[src/rtl/uart_receiver.sv]
// UART receiver: 8 data bits, even parity, 1 stop bit, 16x oversampling from an
// internal baud tick generator. Outputs are registered single-cycle status pulses.
module uart_receiver #(
  parameter int DATA_BITS  = 8,
  parameter int OVERSAMPLE = 16
) (
  input  logic                 clk,
  input  logic                 reset,
  input  logic [2:0]           baud_select,
  input  logic                 rxd,
  output logic [DATA_BITS-1:0] rx_data,
  output logic                 rx_valid,
  output logic                 rx_perror,
  output logic                 rx_ferror,
  output logic                 rx_busy,
  output logic [2:0]           fsm_state
);

  localparam int SW = $clog2(OVERSAMPLE);
  localparam int BW = $clog2(DATA_BITS);
  localparam logic [SW-1:0] SAMP_MID  = SW'(OVERSAMPLE / 2 - 1);
  localparam logic [SW-1:0] SAMP_LAST = SW'(OVERSAMPLE - 1);
  localparam logic [BW-1:0] BIT_LAST  = BW'(DATA_BITS - 1);

  typedef enum logic [2:0] {
    IDLE   = 3'd0,
    START  = 3'd1,
    DATA   = 3'd2,
    PARITY = 3'd3,
    STOP   = 3'd4
  } state_t;

  state_t                state, state_n;
  logic [12:0]           tick_cnt, cur_limit, sel_limit;
  logic                  tick;
  logic                  sync1, rxd_s;
  logic [SW-1:0]         samp, samp_n;
  logic [BW-1:0]         bit_idx, bit_n;
  logic [DATA_BITS-1:0]  shift, shift_n, data_n;
  logic                  par_bad, par_bad_n;
  logic                  brk, brk_n;
  logic                  valid_n, perr_n, ferr_n;

  always_comb begin
    case (baud_select)
      3'd0:    sel_limit = 13'd5208;
      3'd1:    sel_limit = 13'd1302;
      3'd2:    sel_limit = 13'd326;
      3'd3:    sel_limit = 13'd163;
      3'd4:    sel_limit = 13'd81;
      3'd5:    sel_limit = 13'd41;
      3'd6:    sel_limit = 13'd27;
      default: sel_limit = 13'd14;
    endcase
  end

  // The limit is latched at each wrap so a baud change never truncates a period.
  assign tick = (tick_cnt == cur_limit);

  always_ff @(posedge clk) begin
    if (reset) begin
      tick_cnt  <= 13'd0;
      cur_limit <= sel_limit;
    end else if (tick) begin
      tick_cnt  <= 13'd1;
      cur_limit <= sel_limit;
    end else begin
      tick_cnt  <= tick_cnt + 13'd1;
    end
  end

  always_ff @(posedge clk) begin
    if (reset) begin
      sync1 <= 1'b1;
      rxd_s <= 1'b1;
    end else begin
      sync1 <= rxd;
      rxd_s <= sync1;
    end
  end

  always_ff @(posedge clk) begin
    if (reset) begin
      state     <= IDLE;
      samp      <= '0;
      bit_idx   <= '0;
      shift     <= '0;
      par_bad   <= 1'b0;
      brk       <= 1'b0;
      rx_data   <= '0;
      rx_valid  <= 1'b0;
      rx_perror <= 1'b0;
      rx_ferror <= 1'b0;
    end else begin
      state     <= state_n;
      samp      <= samp_n;
      bit_idx   <= bit_n;
      shift     <= shift_n;
      par_bad   <= par_bad_n;
      brk       <= brk_n;
      rx_data   <= data_n;
      rx_valid  <= valid_n;
      rx_perror <= perr_n;
      rx_ferror <= ferr_n;
    end
  end

  always_comb begin
    state_n   = state;
    samp_n    = samp;
    bit_n     = bit_idx;
    shift_n   = shift;
    par_bad_n = par_bad;
    brk_n     = brk;
    data_n    = rx_data;
    valid_n   = 1'b0;
    perr_n    = 1'b0;
    ferr_n    = 1'b0;
    // A frame that ended with a low stop bit stays disarmed until the line returns high.
    if (rxd_s) brk_n = 1'b0;
    if (tick) begin
      case (state)
        IDLE: begin
          if (!rxd_s && !brk) begin
            state_n = START;
            samp_n  = '0;
          end
        end
        START: begin
          if (samp == SAMP_MID) begin
            samp_n  = '0;
            bit_n   = '0;
            state_n = rxd_s ? IDLE : DATA;
          end else begin
            samp_n = samp + 1'b1;
          end
        end
        DATA: begin
          if (samp == SAMP_LAST) begin
            samp_n  = '0;
            shift_n = {rxd_s, shift[DATA_BITS-1:1]};
            bit_n   = bit_idx + 1'b1;
            if (bit_idx == BIT_LAST) state_n = PARITY;
          end else begin
            samp_n = samp + 1'b1;
          end
        end
        PARITY: begin
          if (samp == SAMP_LAST) begin
            samp_n    = '0;
            par_bad_n = (^shift) ^ rxd_s;
            state_n   = STOP;
          end else begin
            samp_n = samp + 1'b1;
          end
        end
        STOP: begin
          if (samp == SAMP_LAST) begin
            samp_n  = '0;
            state_n = IDLE;
            perr_n  = par_bad;
            ferr_n  = !rxd_s;
            brk_n   = !rxd_s;
            if (rxd_s && !par_bad) begin
              data_n  = shift;
              valid_n = 1'b1;
            end
          end else begin
            samp_n = samp + 1'b1;
          end
        end
        default: state_n = IDLE;
      endcase
    end
  end

  assign rx_busy   = (state == DATA) || (state == PARITY) || (state == STOP);
  assign fsm_state = state;

endmodule

[config.mk]
export PLATFORM = sky130hd
export DESIGN_NAME = uart_receiver
export DESIGN_NICKNAME = d
export VERILOG_FILES = /design/src/rtl/uart_receiver.sv
export SDC_FILE = /design/constraint.sdc
export NUM_CORES = 1
export LEC_CHECK = 0
export CAP_MARGIN = 10
export CORE_MARGIN = 4
export CORE_UTILIZATION = 58
export DETAILED_ROUTE_END_ITERATION = 8
export PLACE_DENSITY = 0.85
export SLEW_MARGIN = 20
export SYNTH_ARGS = -nofsm -noshare
export SYNTH_HDL_FRONTEND = slang
export SYNTH_SLANG_ARGS = --single-unit
[constraint.sdc]
create_clock -name clk -period 2.2 [get_ports clk]
set_input_delay 0.33 -clock clk [delete_from_list [all_inputs] [get_ports clk]]
set_output_delay 0.33 -clock clk [all_outputs]
set_load 0.1 [all_outputs]
==> impl_metrics.tcl <==
set metrics [dict create \
    status "finished clean" \
    nNetsFinal 323 \
    drc 0 \
    ys_seq_elements 57 \
    rows 24 \
    hold_end "rxd_s" \
    n_antenna_cell 0 \
    worst-path-buf-inv 0 \
    r2r_slack_ps 220 \
    routabilityCongestion 0.8658 \
    syn_nets 298 \
    fillers 333 \
    maxCapViolCount 0 \
    slowest_delay_ps 480 \
    start_kind "flop" \
    power_leakage_nw 1.144 \
    postCtsSetupBuffers 0 \
    grt_start_max_net_pins 32 \
    clock-sinks 57 \
    wl_per_cell_um 14.72 \
    syn_area_um2 2724 \
    cp_cell_sequence "xnor2_1 -> and4_1 -> nand3_2 -> or3_1 -> o31ai_1" \
    post-dp-hpwl_um 3783 \
    worstHoldStart "sync1" \
    die_y_um 76.53 \
    crit_type "reg -> reg" \
    final.min_clock_period_ps 1979 \
    cp_slowest_cell "or3_1" \
    critical_path_required_ps 2450 \
    die_area_um2 5857 \
    ir_worst_vdd_mv 0.6844 \
    placedCellCount 354 \
    end_kind "flop" \
    async_flop_share_pct 0 \
    grt_pass1_vias 2074 \
    yosys_warnings 0 \
    syn_inst 288 \
    r2r-end "par_bad" \
    antenna_found_initial 0 \
    crit_arrival_ps 2230 \
    die_x_um 76.53 \
    tightest_slew_ps 696.8 \
    period_share_pct 89.94 \
    synth_edf_count 11 \
    place_area_um2 2999 \
    post_cts_resized 0 \
    port_buffers 20 \
    start_util_pct 61.29 \
    clk_pin_slew_worst_paths_ps 60 \
    layout_setup_ws_ps 221.4 \
    wirelength_um 5446 \
    grt_pass1_wl_um 9487 \
    min_path_cells 1 \
    finClkSkew_ps 6.766 \
    final-max-slew-violation-count 0 \
    fin_util_pct 71.40 \
    design_area_um2 3173 \
    cts_tree "built" \
    stdcell_count 370 \
    finalHoldViolations 0 \
    powerDensity_nw_per_um2 676.6 \
    fmax_mhz 505.4 \
    yosysSeqAreaShare_pct 45.93 \
    numCtsBuffers 9 \
    hold_class "reg -> reg" \
    htreeDepth 3 \
    setup_viol 0 \
    cts_buffer_depth 2 \
    hold_slack_ps 412.4 \
    slew_headroom_pct 53.55 \
    gr-total-overflow 0 \
    synth-main-ff-cell "dfxtp_1" \
    clk_latency_ps 330 \
    drive_above_1_share_pct 17.92 \
    grtUsageTotal_pct 20.20 \
    final_antenna_net_count 0 \
    cts_hold_buf 0 \
    syn2layout_area_growth_pct 16.49 \
    dp_worst_setup_slack_ps 268.5 \
    pin_count 21 \
    drt-initial-drc-count 178 \
    rsz0062_at_grt "no" \
    cp_max_fo 16 \
    syn_avg_cell_area_um2 9.458 \
    drt_pre_antenna_iters 4 \
    root_buffer "clkbuf_8" \
    worstReg2RegStart "cur_limit[12]" \
    vias 2160 \
    coreArea_um2 4444 \
    rr_worst_depth 5 \
    ys_types 47 \
    vias_per_cell 5.838 \
    critPathTopFamily "simple AND/OR/NAND/NOR gates" \
]
[stage by stage]
step | setup TNS (ps) | total power, mW
floorplan | -18.64 | 1.264
global placement | 0 | 1.307
detailed placement | 0 | 1.313
CTS | 0 | 2.168
global route | 0 | 2.242
finish | 0 | 2.147
[cell usage in the layout (no fill, tap or decap), drive strengths merged, types with 2 or more instances in the layout]
cell / count
nand3b: 5
clkdlybuf4s50: 5
or3b: 2
nand4: 12
o31ai: 2
nor4: 2
xnor2: 29
a21oi: 27
and2: 4
and3: 2
nor3: 8
nor2: 25
edfxtp: 11
ha: 4
and4: 3
dfxtp: 46
nor2b: 3
xor2: 7
clkbuf: 13
inv: 4
buf: 23
nand3: 15
nand2: 25
o21ai: 19
or2: 2
mux2i: 3
clkinv: 3
or3: 2
[Yosys cell counts (all sizes together), types with 2 or more instances]
library cell  count  area (µm²)
clkbuf            9       33.78
edfxtp           11       330.3
and3              2       12.51
inv               4       15.01
ha                4       50.05
or3               2       12.51
dfxtp            46       920.9
buf               5       30.02
nor3              8       51.30
a21oi            27       135.1
xnor2            29       276.5
nor2b             3       18.77
nand4            12       93.84
o21ai            19       95.09
or3b              2       20.02
and4              3       28.78
and2              4       25.02
xor2              7       61.31
nor4              2       33.78
nand3b            5       37.54
nand2            25       93.84
nor2             25       108.9
or2               2       12.51
o31ai             2       15.01
mux2i             3       30.03
nand3            15       85.08
[metal layers]
| layer | vias up | track usage [%] | wire (µm) |
|---|---|---|---|
| li1 | 1060 | - | - |
| met5 | - | 0 | 0 |
| met2 | 64 | 31.55 | 2684 |
| met1 | 1025 | 25.09 | 2343 |
| met3 | 11 | 7.801 | 320 |
| met4 | 0 | 7.971 | 97 |
[worst max path at each step]
stage / start / to / slack [ps] / cells past startpoint
3_3_place_gp: tick_cnt[5] / par_bad / 330 / 5
6_report: cur_limit[12] / par_bad / 220 / 5
2_1_floorplan: fsm_state[2] / rx_busy / -20 / 3
3_5_place_dp: cur_limit[1] / par_bad / 270 / 5
5_1_grt: cur_limit[12] / par_bad / 50 / 5
4_1_cts: cur_limit[12] / par_bad / 220 / 5
[state kept, by name, summed over array words and instances (netlist names)]
| name | flops |
|---|---|
| rx_ferror | 1 |
| par_bad | 1 |
| rx_perror | 1 |
| rx_data | 8 |
| shift | 8 |
| rx_valid | 1 |
| brk | 1 |
| rxd_s | 1 |
| bit_idx | 3 |
| cur_limit | 11 |
| tick_cnt | 13 |
| samp | 4 |
| sync1 | 1 |
| fsm_state | 3 |
[logic make-up after synthesis]
kind of cell / count (synthesis) / share of synthesized area, %
compound gates: 54 / 10.66
xor+xnor: 36 / 12.40
fa+ha+maj: 4 / 1.837
buf+inv: 18 / 2.893
flops: 57 / 45.93
mux: 4 / 1.516
simple gates: 115 / 24.76
[cell type report]
class | count | area [µm²] | area share [%]
multi-input cells | 213 | 1405 | 44.28
flip-flops and latches | 57 | 1254 | 39.51
repair buffers | 28 | 260.3 | 8.202
clock buffers | 13 | 158.9 | 5.008
well taps | 52 | 65.06 | 2.050
clock inverters | 3 | 15.01 | 0.4732
inverters | 4 | 15.01 | 0.4732
[power by group]
group          leakage, nW  internal (mW)  switching, mW  total [mW]
clock               0.0932          0.464          0.390       0.855
sequential           0.482           1.09         0.0217        1.11
combinational        0.569         0.0699          0.110       0.180
(Power assumes the default switching activity.)
